### config.mk
export PLATFORM = sky130hd
export DESIGN_NAME = seq_array_mult
export DESIGN_NICKNAME = d
export VERILOG_FILES = /design/src/rtl/seq_array_mult.sv
export SDC_FILE = /design/constraint.sdc
export NUM_CORES = 1
export LEC_CHECK = 0
export ABC_AREA = 1
export BUFFER_PORTS_ARGS = -buffer_cell sky130_fd_sc_hd__buf_2
export CELL_PAD_IN_SITES_DETAIL_PLACEMENT = 1
export CELL_PAD_IN_SITES_GLOBAL_PLACEMENT = 1
export CORE_ASPECT_RATIO = 0.8
export CORE_MARGIN = 5
export CORE_UTILIZATION = 35
export CTS_BUF_LIST = sky130_fd_sc_hd__clkbuf_16
export DETAILED_ROUTE_END_ITERATION = 7
export GPL_TIMING_DRIVEN = 0
export PLACE_DENSITY_LB_ADDON = 0.1
export SKIP_CTS_REPAIR_TIMING = 1
export SYNTH_ARGS = -nofsm -noshare
export SYNTH_HDL_FRONTEND = slang
export SYNTH_SLANG_ARGS = --single-unit
### constraint.sdc
create_clock -name clk -period 15.4 [get_ports clk]
set_input_delay 0 -clock clk [delete_from_list [all_inputs] [get_ports clk]]
set_output_delay 0 -clock clk [all_outputs]
set_load 0.005 [all_outputs]
### src/rtl/seq_array_mult.sv
`default_nettype none
// ============================================================================
//  Module      : seq_array_mult (with ha / fa cells)
//  Description : Iterative unsigned array multiplier. One partial-product row
//                is added into a 2*WIDTH accumulator per cycle through a
//                ripple row of ha/fa cells. An optional approximate mode
//                zeroes the low APPROX_COLS columns of every partial product.
//  Revision    : 1.0 - initial release
// ============================================================================

// Half adder cell
module ha (
  input  logic i_a,
  input  logic i_b,
  output logic o_s,
  output logic o_c
);
  assign o_s = i_a ^ i_b;
  assign o_c = i_a & i_b;
endmodule

// Full adder cell
module fa (
  input  logic i_a,
  input  logic i_b,
  input  logic i_c,
  output logic o_s,
  output logic o_c
);
  assign o_s = i_a ^ i_b ^ i_c;
  assign o_c = (i_a & i_b) | (i_c & (i_a ^ i_b));
endmodule

module seq_array_mult #(
  parameter int WIDTH       = 8,
  parameter int APPROX_COLS = 4
) (
  input  logic               clk,
  input  logic               rst,
  input  logic               in_valid,
  output logic               in_ready,
  input  logic [WIDTH-1:0]   a,
  input  logic [WIDTH-1:0]   b,
  input  logic               approx_en,
  output logic               out_valid,
  input  logic               out_ready,
  output logic [2*WIDTH-1:0] product,
  output logic               busy
);

  localparam int PW = 2 * WIDTH;
  localparam int CW = $clog2(WIDTH);
  localparam logic [CW-1:0] c_last = CW'(WIDTH - 1);
  // Keeps every column at or above APPROX_COLS; APPROX_COLS=0 keeps all.
  localparam logic [PW-1:0] c_mask = {PW{1'b1}} << APPROX_COLS;

  typedef enum logic [1:0] {
    S_IDLE = 2'd0,
    S_RUN  = 2'd1,
    S_DONE = 2'd2
  } state_t;

  state_t          r_state;
  state_t          w_next;
  logic [WIDTH-1:0] r_a;
  logic [WIDTH-1:0] r_b;
  logic            r_approx;
  logic [PW-1:0]   r_acc;
  logic [CW-1:0]   r_row;

  logic [PW-1:0]   w_pp_raw;
  logic [PW-1:0]   w_pp;
  logic [PW-1:0]   w_sum;
  logic [PW-2:0]   w_carry;
  logic            w_accept;
  logic            w_last_row;

  assign w_accept   = (r_state == S_IDLE) && in_valid;
  assign w_last_row = (r_row == c_last);

  // Current partial-product row, optionally truncated in approximate mode
  assign w_pp_raw = r_b[r_row] ? ({{WIDTH{1'b0}}, r_a} << r_row) : '0;
  assign w_pp     = r_approx ? (w_pp_raw & c_mask) : w_pp_raw;

  // Ripple adder row: acc + pp. The top carry is never needed because the
  // accumulated sum is bounded by the full 2*WIDTH-bit product.
  generate
    for (genvar k = 0; k < PW; k++) begin : g_bit
      if (k == 0) begin : g_lsb
        ha u_ha (
          .i_a (r_acc[k]),
          .i_b (w_pp[k]),
          .o_s (w_sum[k]),
          .o_c (w_carry[k])
        );
      end else if (k == PW - 1) begin : g_msb
        assign w_sum[k] = r_acc[k] ^ w_pp[k] ^ w_carry[k-1];
      end else begin : g_mid
        fa u_fa (
          .i_a (r_acc[k]),
          .i_b (w_pp[k]),
          .i_c (w_carry[k-1]),
          .o_s (w_sum[k]),
          .o_c (w_carry[k])
        );
      end
    end
  endgenerate

  // State register
  always_ff @(posedge clk or posedge rst) begin
    if (rst) r_state <= S_IDLE;
    else     r_state <= w_next;
  end

  // Next-state and handshake outputs decoded from the state
  always_comb begin
    w_next    = r_state;
    in_ready  = 1'b0;
    out_valid = 1'b0;
    busy      = 1'b0;
    case (r_state)
      S_IDLE: begin
        in_ready = 1'b1;
        if (in_valid) w_next = S_RUN;
      end
      S_RUN: begin
        busy = 1'b1;
        if (w_last_row) w_next = S_DONE;
      end
      S_DONE: begin
        busy      = 1'b1;
        out_valid = 1'b1;
        if (out_ready) w_next = S_IDLE;
      end
      default: w_next = S_IDLE;
    endcase
  end

  // Operand latch on accept, one row accumulated per RUN cycle
  always_ff @(posedge clk or posedge rst) begin
    if (rst) begin
      r_a      <= '0;
      r_b      <= '0;
      r_approx <= 1'b0;
      r_acc    <= '0;
      r_row    <= '0;
    end else if (w_accept) begin
      r_a      <= a;
      r_b      <= b;
      r_approx <= approx_en;
      r_acc    <= '0;
      r_row    <= '0;
    end else if (r_state == S_RUN) begin
      r_acc <= w_sum;
      r_row <= w_last_row ? '0 : r_row + 1'b1;
    end
  end

  assign product = r_acc;

endmodule
`default_nettype wire

# Yosys cells after proc, flatten, opt, wreduce, memory -nomap -nowiden

Index checks and enable logic that the tools add are counted.

Input bits: 21
Register bits after elaboration: 38
Output and inout bits: 19
Logic and storage cells: 110

Eq/ne operators: 6
Mux-type cells: 16
Bitwise logic cells: 74
Shifts and indexed selects: 1
Order comparisons: 1
Reductions and logical operators: 5
Add/subtract/negate cells: 1

Operator list:

| operator                                                   | count |
|---|---|
| two-way mux 16 bit                                         | 3 |
| XOR 1 bit                                                  | 31 |
| AND 1 bit                                                  | 29 |
| << shifter 8 x 3 -> 16 bit                                 | 1 |
| OR 1 bit                                                   | 14 |
| two-way mux 3 bit                                          | 3 |
| two-way mux 2 bit                                          | 3 |
| != test 2 bit, second input constant                       | 3 |
| one-hot mux 2 bit (3 select lines)                         | 1 |
| less-than comparator 3 x 4 -> 1 bit, second input constant | 1 |
| two-way mux 1 bit                                          | 4 |
| two-way mux 4 bit                                          | 1 |
| adder 3 x 1 -> 3 bit, second input constant                | 1 |
| binary-select mux 1 bit (select 3 bit)                     | 1 |
| equality test 3 bit, second input constant                 | 1 |
| AND reduction 3 bit                                        | 1 |
| equality test 2 x 1 -> 1 bit, second input constant        | 1 |
| equality test 2 bit, second input constant                 | 1 |
| zero test 2 bit                                            | 1 |
| nonzero test 2 bit                                         | 1 |
| OR reduction 2 bit                                         | 1 |
| logical AND 1 bit                                          | 1 |

# Longest topological paths before layout

Gate-level depths: netlist (run 1).

Word-level depth: 36
Gate-level depth with buffers: 31
Mapped depth without buffers: 29

# Modules after synthesis

Synthesis (run 1) repeated with hierarchy kept, for this count alone.

Cell total of the unflattened synthesis: 299
Area total of the unflattened synthesis: 2491.1 µm²

Modules (own cells, without submodules):

| module         | area each (µm²) | sequential area each (µm²) | cells an instance | times used |
|---|---|---|---|---|
| seq_array_mult | 2198.4          | 950.9                      | 284               | 1 |
| fa             | 20.0            | 0.0                        | 1                 | 14 |
| ha             | 12.5            | 0.0                        | 1                 | 1 |

# Least setup slack after synthesis (run 1)

OpenSTA, ideal clock, no wires.

Kind: register -> register
Start point: register r_row[0]
End point: register r_acc[15], in the netlist product[15]
Buffers on the path: 2
Stages on the path, launching flop included: 29
Arrival: 6.262 ns
Data required time: 15.323 ns
Setup slack: 9.060 ns
Clock period less this slack: 6.340 ns
Setup time: 0.077 ns
Path through: dfrtp_1 buf_6 buf_6 nor3_1 inv_1 nor3_1 ha_1 inv_1 fa_1 fa_1 fa_1 fa_1 fa_1 fa_1 fa_1 fa_1 inv_1 fa_1 fa_1 inv_1 fa_1 inv_1 fa_1 inv_1 fa_1 fa_1 nor2_1 o21ai_0 a21oi_1

Word-level cells in the longest chain between the ends: 36
Elaborated cells between the ends (all ways): 66
Those cells by class: 1 x shift; 6 x mux; 59 x bitwise

Ends and longest elaborated chain:

| what                                    | RTL line | text |
|---|---|---|
| start, declared                         | 69       | `logic [CW-1:0] r_row;` |
| start signal, assigned                  | 156      | `r_row <= w_last_row ? '0 : r_row + 1'b1;` |
| binary-select mux 1 bit (select 3 bit)  | 82       | `assign w_pp_raw = r_b[r_row] ? ({{WIDTH{1'b0}}, r_a} << r_row) : '0;` |
| two-way mux 1 bit (not written as such) | 82       |  |
| two-way mux 16 bit *                    | 82       |  |
| two-way mux 4 bit                       | 83       | `assign w_pp = r_approx ? (w_pp_raw & c_mask) : w_pp_raw;` |
| AND 1 bit or XOR 1 bit (tied branches)  | 19, 31   |  |
| AND 1 bit                               | 31       | `assign o_c = (i_a & i_b) \| (i_c & (i_a ^ i_b));` |
| OR 1 bit                                | 31       |  |
| AND 1 bit                               | 31       |  |
| (+20 left out)                          | --       |  |
| OR 1 bit                                | 31       |  |
| AND 1 bit                               | 31       |  |
| OR 1 bit                                | 31       |  |
| AND 1 bit                               | 31       |  |
| OR 1 bit                                | 31       |  |
| XOR 1 bit *                             | 97       | `assign w_sum[k] = r_acc[k] ^ w_pp[k] ^ w_carry[k-1];` |
| two-way mux 16 bit *                    | 154      | `end else if (r_state == S_RUN) begin` |
| two-way mux 16 bit *                    | 148      | `end else if (w_accept) begin` |
| end signal, assigned                    | 155      | `r_acc <= w_sum;` |
| end, declared                           | 68       | `logic [PW-1:0] r_acc;` |

Every way passes the cells marked *; elsewhere a longest branch is shown, timed or not. The select of a mux whose other input is x is not followed.
A chain may end at the register's enable or synchronous reset.

# Worst setup path in the final report (run 1)

Start point: register r_row[0]
End point: register r_acc[14], in the netlist product[14]

Word-level cells in the longest chain between the ends: 34
Elaborated cells between the ends (all ways): 62
Those cells by class: 1 x shift; 6 x mux; 55 x bitwise

Ends and longest elaborated chain:

| what                                    | RTL line | text |
|---|---|---|
| binary-select mux 1 bit (select 3 bit)  | 82       |  |
| two-way mux 1 bit (not written as such) | 82       |  |
| two-way mux 16 bit *                    | 82       |  |
| two-way mux 4 bit                       | 83       |  |
| AND 1 bit or XOR 1 bit (tied branches)  | 19, 31   |  |
| AND 1 bit                               | 31       |  |
| OR 1 bit                                | 31       |  |
| AND 1 bit                               | 31       |  |
| (+18 left out)                          | --       |  |
| OR 1 bit                                | 31       |  |
| AND 1 bit                               | 31       |  |
| OR 1 bit                                | 31       |  |
| AND 1 bit                               | 31       |  |
| OR 1 bit                                | 31       |  |
| XOR 1 bit *                             | 30       | `assign o_s = i_a ^ i_b ^ i_c;` |
| two-way mux 16 bit *                    | 154      |  |
| two-way mux 16 bit *                    | 148      |  |

Marks and branches as above.

==> results of run 1 <==
tightest hold or removal path: stages:
cell and delay, ps:
buf_2 100, nand2_2 110, o21ai_0 100, a21oi_1 40
registers in the layout, summed over array words and instances, names as in the netlist:
| register | count |
|---|---|
| r_a | 8 |
| r_approx | 1 |
| r_row | 3 |
| product | 16 |
| r_state | 2 |
| r_b | 8 |
layout by cell type (no fill, tap or decap):
| master | count |
|---|---|
| dfrtp_1 | 38 |
| inv_2 | 4 |
| o21ai_0 | 24 |
| buf_6 | 3 |
| nor2_1 | 23 |
| inv_1 | 38 |
| clkinv_2 | 1 |
| fa_1 | 14 |
| o21ai_1 | 2 |
| nor2_2 | 1 |
| clkbuf_16 | 5 |
| clkinv_1 | 1 |
| nand2_2 | 4 |
| a211oi_1 | 11 |
| ha_1 | 6 |
| or2_1 | 1 |
| buf_4 | 17 |
| clkbuf_1 | 2 |
| buf_2 | 46 |
| nand3_1 | 21 |
| nand2_4 | 4 |
| nor3_1 | 2 |
| dlygate4sd3_1 | 18 |
| inv_4 | 1 |
| nand3_2 | 2 |
| nand2_1 | 83 |
| o211ai_1 | 1 |
| a21oi_1 | 2 |
stage by stage:
| stage | setup WS [ps] | utilization | instance area (sq um) | hold WS [ps] |
|---|---|---|---|---|
| 2_1_floorplan | 9060 | - | 2516 | 109.6 |
| 3_3_place_gp | 8732 | 0.4072 | 2820 | 197.5 |
| 3_5_place_dp | 8446 | 0.4072 | 2820 | 199.0 |
| 4_1_cts | 8446 | 0.4271 | 2958 | -90.55 |
| 5_1_grt | 8103 | 0.4531 | 3138 | 181.9 |
| 6_report | 8550 | 0.4531 | 3138 | 107.3 |
metal layers:
layer | vias to the layer above | GRT usage | part of all wire
li1 | 1073 | - | -
met4 | 0 | 0.02439 | 0.0058
met3 | 4 | 0.03160 | 0.031
met5 | - | 0 | 0
met1 | 1065 | 0.2174 | 0.51
met2 | 28 | 0.2537 | 0.46
how the worst min path moves through the flow:
| stage | startpoint | end | slack (ps) |
|---|---|---|---|
| floorplan | a[2] | r_a[2]$_DFFE_PP0P_ | 110 |
| global placement | a[4] | r_a[4]$_DFFE_PP0P_ | 200 |
| detailed placement | a[4] | r_a[4]$_DFFE_PP0P_ | 200 |
| CTS | a[4] | r_a[4]$_DFFE_PP0P_ | -90 |
| global route | in_valid | product[15]$_DFFE_PP0P_ | 180 |
| finish | in_valid | product[15]$_DFFE_PP0P_ | 110 |
where the power goes:
group / internal, W / switching [W] / leakage (nW) / total, W
Clock: 0.0000586 / 0.0000400 / 0.0724 / 0.0000985
Sequential: 0.000147 / 0.0000332 / 0.476 / 0.000180
Combinational: 0.000152 / 0.000219 / 1.06 / 0.000371
area by class of cell:
| type | instances | share of cell area |
|---|---|---|
| plain buffers | 29 | 0.06499 |
| clock buffers | 5 | 0.03987 |
| clock inverters | 3 | 0.003987 |
| inverters | 42 | 0.05104 |
| multi-input cells | 201 | 0.3828 |
| flip-flops and latches | 38 | 0.3030 |
| well taps | 87 | 0.03469 |
| repair buffers | 57 | 0.1196 |
logic make-up after synthesis:
group / count (synthesis) / share of synthesized area
flip-flops: 38 / 0.3779
buffers and inverters: 71 / 0.1447
AO/OA/AOI/OAI: 40 / 0.09150
adder cells (fa/ha/maj): 20 / 0.1412
AND/OR/NAND/NOR: 141 / 0.2447
cells in the mapped netlist (all sizes together):
cell / count
fa: 14
buf: 27
inv: 42
nand2: 91
a211oi: 11
or2: 1
nor2: 24
a21oi: 2
ha: 6
nor3: 2
nand3: 23
o211ai: 1
o21ai: 26
dfrtp: 38
clkbuf: 2
==> results by group, run 1 <==
Timing
  – Final setup vio count: 0
  – Max Slew Vio Count: 0
  – Slew at the pin with the worst max-slew slack: 847.3 ps
  – Fmax: 146.0 MHz
  – Relative slew slack: 0.4343
  – Final Skew: 3.334 ps
  – Final cycle utilization of the critical path: 0.4448
  – Setup tns final: 0 ps
  – Final Hold Fails: 0
  – RSZ-0062 raised after global routing: no
  – Final min period: 6850 ps

Detailed routing
  – Detailed Route WL: 6546 microns
  – DRT antenna net count: 0
  – Pre-antenna DRT Iters: 4
  – DR iter-0 viols: 47
  – Vias: 2170
  – Via-to-Cell Ratio: 4.697
  – Post-detailed-route DRC marker count: 0
  – Routed length per placed instance: 14.17 microns

Place
  – Final HPWL from detailed placement: 4954 microns
  – I/O Buffers: 39
  – Post-Place Cells: 436
  – RD Place Congestion: 0.7972

Clock network
  – CTS buffer count: 5
  – Clk Latency, worst-skew pair: 280 ps
  – Max clock buf depth: 2
  – Clock transition at the registers of the reported paths: 60 ps
  – CTS tree: yes
  – CTS H-tree lvls: 2
  – Clock sinks: 38
  – Clock root buffer: clkbuf_16

Floorplan
  – Num ports: 40
  – Die ar.: 8995 sq um
  – Core Footprint: 6925 sq um
  – Die W: 104.8 microns
  – Std cell rows: 27
  – Initial Utilization: 0.3633
  – Die Ht: 85.84 microns

Setup path
  – Worst Path Buf+Inv: 8
  – Worst reg2reg path endpoint: product[14]$_DFFE_PP0P_
  – Slowest cell on the critical path: fa_1
  – Flop-to-flop setup slack: 8550 ps
  – CP required: 15580 ps
  – Crit-path leading delay family: adder cells
  – Worst path depth: 29
  – CP endpoint: product[14]$_DFFE_PP0P_
  – Endpoint class of the critical path: register
  – Reg2Reg Launch Point: r_row[0]$_DFFE_PP0P_
  – Critical Path AT: 7030 ps
  – CP Launch Type: register
  – CP max FO: 10
  – Crit path from: r_row[0]$_DFFE_PP0P_
  – Max incr delay on CP: 430 ps
  – Worst path most repeated cell: fa_1
  – Kind of critical path: register to register
  – FF-to-FF path depth: 29

Global route
  – Initial antenna violation count: 0
  – Number of global-route vias before repair: 2301
  – Grt ovf: 0
  – Pin count of the biggest net entering global routing: 39
  – Global-route wire length before repair: 11250 microns
  – Total Routing Usage GR: 0.1551

Logic synthesis
  – Synth Instances: 310
  – Synthesized area: 2516 sq um
  – Avg Inst Size Synth: 8.117 sq um
  – Syn_nets: 351
  – #FFs+latches synth: 38
  – Yosys top cell by area: dfrtp_1
  – Post-synth top area share: 0.3779
  – Ys Warns: 0
  – Top cells by area, synth: dfrtp_1 (38%), nand2_1 (12%), fa_1 (11%)
  – Netlist cell types: 24
  – Share of the yosys chip area belonging to registers: 0.3779

Cells and area
  – P&R area growth vs syn: 24.71%
  – Layout cell share with drive strength beyond 1: 0.2347
  – Final #Nets: 415
  – Multi-input logic area: 1201 sq um
  – Finished Layout Cells: 462
  – N_diodes: 0
  – # fillers: 860
  – Register Area: 950.9 sq um

Job
  – Max Cap Viol: 0

Outcome
  – Status: finished, final reports clean

Power
  – PD cells: 207.0 nW/um^2
  – Lkg Pwr: 1.609 nW
  – Peak VDD IR: 67.58 uV
  – Total power: 0.0006495 W

Worst hold path
  – Worst hold path class: input pin to register
  – Hold Path Depth: 4
No activity file was read; power rests on OpenSTA's default activity.
==> run 2: changes to the inputs <==
- ABC_AREA: 1 -> 0
- clock period: 15.4 -> 6.6 ns (I/O delays scaled with it)
==> results by group, run 2 <==
Setup path
  – Max incr delay on CP: 420 ps (about the same)
  – CP max FO: 5 (-5)
  – Crit-path leading delay family: adder cells
  – Critical Path AT: 6850 ps (-180 ps)
  – Kind of critical path: register to register
  – Worst Path Buf+Inv: 6 (-2)
  – CP Launch Type: register
  – Endpoint class of the critical path: register
  – FF-to-FF path depth: 27 (-6.9%)
  – CP required: 6750 ps (-8830 ps)
  – Worst path most repeated cell: fa_2
  – Worst path depth: 27 (-6.9%)
  – Slowest cell on the critical path: fa_2
  – Flop-to-flop setup slack: -100 ps (-8650 ps)

Logic synthesis
  – Most used flip-flop cell after synthesis: dfrtp_1
  – Post-synth top area share: 0.3889 (+0.01102)
  – Avg Inst Size Synth: 11.48 sq um (+41%)
  – Synth Instances: 213 (-31%)
  – Syn_nets: 254 (-28%)
  – Most frequent cells after synthesis: dfrtp_1 (38), inv_1 (23), nor2_1 (22)
  – Ys async rst share: 1.000 (unchanged)
  – Most used standard cell by instance count after synthesis: dfrtp_1
  – Synthesized area: 2445 sq um (-2.8%)
  – Top cells by area, synth: dfrtp_1 (39%), fa_1 (11%), mux2_2 (9.7%)
  – Post-synth EDFFs: 0 (unchanged)
  – Netlist cell types: 29 (+21%)
  – #FFs+latches synth: 38 (unchanged)
  – Ys Warns: 0 (unchanged)
  – Share of the yosys chip area belonging to registers: 0.3889 (+0.01102)
  – Yosys top cell by area: dfrtp_1

Clock network
  – Max clock buf depth: 2 (unchanged)
  – Clk Latency, worst-skew pair: 280 ps (about the same)
  – Clock sinks: 38 (unchanged)
  – CTS H-tree lvls: 2 (unchanged)
  – Clock transition at the registers of the reported paths: 60 ps (about the same)
  – CTS buffer count: 5 (unchanged)
  – CTS tree: yes
  – Clock root buffer: clkbuf_16

Place
  – I/O Buffers: 39 (unchanged)
  – Final HPWL from detailed placement: 4122 microns (-17%)
  – RD Place Congestion: 0.7507 (-5.8%)
  – Post-Place Cells: 339 (-22%)

Timing
  – Setup slack after layout: -99.87 ps (-8650 ps)
  – Final Hold Fails: 0 (unchanged)
  – Slew at the pin with the worst max-slew slack: 830.1 ps (-17.21 ps)
  – Fmax: 149.3 MHz (+2.2%)
  – Final Skew: 5.650 ps (+2.316 ps)
  – Max Slew Vio Count: 0 (unchanged)
  – Relative slew slack: 0.4458 (+0.01149)
  – Final cycle utilization of the critical path: 1.015 (+0.5703)
  – Final min period: 6700 ps (-150.2 ps)
  – RSZ-0062 raised after global routing: yes
  – Setup tns final: -152.5 ps (-152.5 ps)
  – Final setup vio count: 2 (+2)

Cells and area
  – Finished Layout Cells: 369 (-20%)
  – Most frequent cells in the layout: buf_2 (46), dfrtp_1 (38), nor2_1 (22)
  – Final #Nets: 322 (-22%)
  – Max reg flops: 16 (unchanged)
  – Commonest non-fill, non-tap cell in the layout: buf_2
  – P&R area growth vs syn: 30.60%
  – Layout cell share with drive strength beyond 1: 0.4326 (+0.1980)
  – End-of-flow core utilization: 0.4656 (+0.01249)
  – N_diodes: 0 (unchanged)

Detailed routing
  – Vias: 1723 (-21%)
  – Detailed Route WL: 5479 microns (-16%)
  – DRT antenna net count: 0 (unchanged)
  – DR iter-0 viols: 39 (-17%)
  – Pre-antenna DRT Iters: 4 (unchanged)
  – Post-detailed-route DRC marker count: 0 (unchanged)
  – Via-to-Cell Ratio: 4.669 (-0.59%)
  – Routed length per placed instance: 14.85 microns (+4.8%)

Power
  – Fraction of power spent switching nets: 0.3671 (-0.08220)
  – PD cells: 488.2 nW/um^2 (+140%)
  – Clock power frac: 0.197 (+0.045)
  – Sw power: 0.0005724 W (+96%)
  – P_int: 0.0009866 W (+180%)
  – Lkg Pwr: 1.466 nW (-8.9%)
  – Combinational share of power: 0.522 (-0.049)
  – Reg power frac: 0.280 (+0.002)
  – Peak VDD IR: 186.4 uV (+180%)

Floorplan
  – Core Footprint: 6858 sq um (-0.98%)
  – Die W: 103.4 microns (-1.3%)
  – Std cell rows: 27 (unchanged)
  – Die Ht: 84.76 microns (-1.3%)
  – Initial Utilization: 0.3565 (-0.006820)
  – Num ports: 40 (unchanged)
  – Die ar.: 8767 sq um (-2.5%)

Job
  – Max Cap Viol: 0 (unchanged)

Worst hold path
  – Worst hold path class: input pin to register
  – Hold Path Depth: 4 (unchanged)

Global route
  – Total Routing Usage GR: 0.1337 (-0.02141)
  – Pin count of the biggest net entering global routing: 39 (unchanged)
  – Number of global-route vias before repair: 1759 (-24%)
  – Grt ovf: 0 (unchanged)
  – Global-route wire length before repair: 9156 microns (-19%)
  – Initial antenna violation count: 0 (unchanged)

Outcome
  – Status: finished, violations left
  – Failing checks: setup timing
==> run 2: cell count changes in the layout (fill, tap and decap cells not counted), sizes merged, moves of 13 or more <==
cell	change
nand3	-19
mux2i	+13
nand2	-85
inv	-20
o21ai	-24
mux2	+21
==> run 2: worst register-to-register path: cells and delay by family (launching register included) <==
family | cells | cell delay (ps)
AND/OR/NAND/NOR | 4 | 560
adder cells (fa/ha/maj) | 15 | 4710
flip-flops | 1 | 390
XOR/XNOR | 1 | 120
multiplexers | 1 | 400
buffers and inverters | 6 | 370
==> run 2: cell type report <==
| type | instances | area [sq um] |
|---|---|---|
| Tap cell | 87 | 108.9 |
| Multi-Input combinational cell | 125 | 1279 |
| Inverter | 23 | 86.33 |
| Timing Repair Buffer | 61 | 405.4 |
| Buffer | 27 | 173.9 |
| Clock inverter | 3 | 63.81 |
| Clock buffer | 5 | 125.1 |
| Sequential cell | 38 | 950.9 |
| Fill cell | 752 | 3665 |
==> run 2: power by group through the flow <==
stage	clock (W)	sequential (W)	combinational (W)
after floorplan	0	0.000406	0.000592
after global placement	0	0.000437	0.000758
after detailed placement	0	0.000442	0.000773
after CTS	0.000316	0.000438	0.000778
after global routing	0.000330	0.000455	0.000917
final	0.000308	0.000437	0.000815
==> run 2: cells by family after synthesis <==
family	Yosys count	share of synthesized area
buffers and inverters	50	0.1064
xor gates and xnor gates	1	0.003583
DFF	38	0.3889
adders and majority gates	20	0.1453
muxes	40	0.2098
and+or+nand+nor	45	0.09059
AOI/OAI and AO/OA	19	0.05527
==> run 2: per-stage QoR <==
step                worst slack (ps)  area (sq um)  power [W]  hold slack [ps]
floorplan                      16.18          2447  0.0009983            151.6
global placement              -417.2          2751   0.001196            232.6
detailed placement            -473.2          2751   0.001215            232.1
CTS                           -501.2          2940   0.001531           -68.19
global route                  -374.2          3193   0.001702            254.0
finish                        -99.87          3193   0.001559            234.2
==> run 2: metal layers <==
layer,vias to the layer above,track usage,routed length [microns],part of all wire
met3,4,0.03156,205,0.037
met4,0,0.03176,38,0.0069
met1,842,0.2088,2815,0.51
met5,-,0,0,0
li1,850,-,-,-
met2,27,0.1840,2419,0.44
==> run 2: final timing paths <==
check,startpoint,to
max,r_row[0]$_DFFE_PP0P_,product[15]$_DFFE_PP0P_
min,out_ready,r_state[0]$_DFFE_PP0P_
max reg2reg,r_row[0]$_DFFE_PP0P_,product[15]$_DFFE_PP0P_
min reg2reg,r_b[0]$_DFFE_PP0P_,r_b[0]$_DFFE_PP0P_
max in group asynchronous,rst,product[2]$_DFFE_PP0P_
min in group asynchronous,rst,r_state[0]$_DFFE_PP0P_
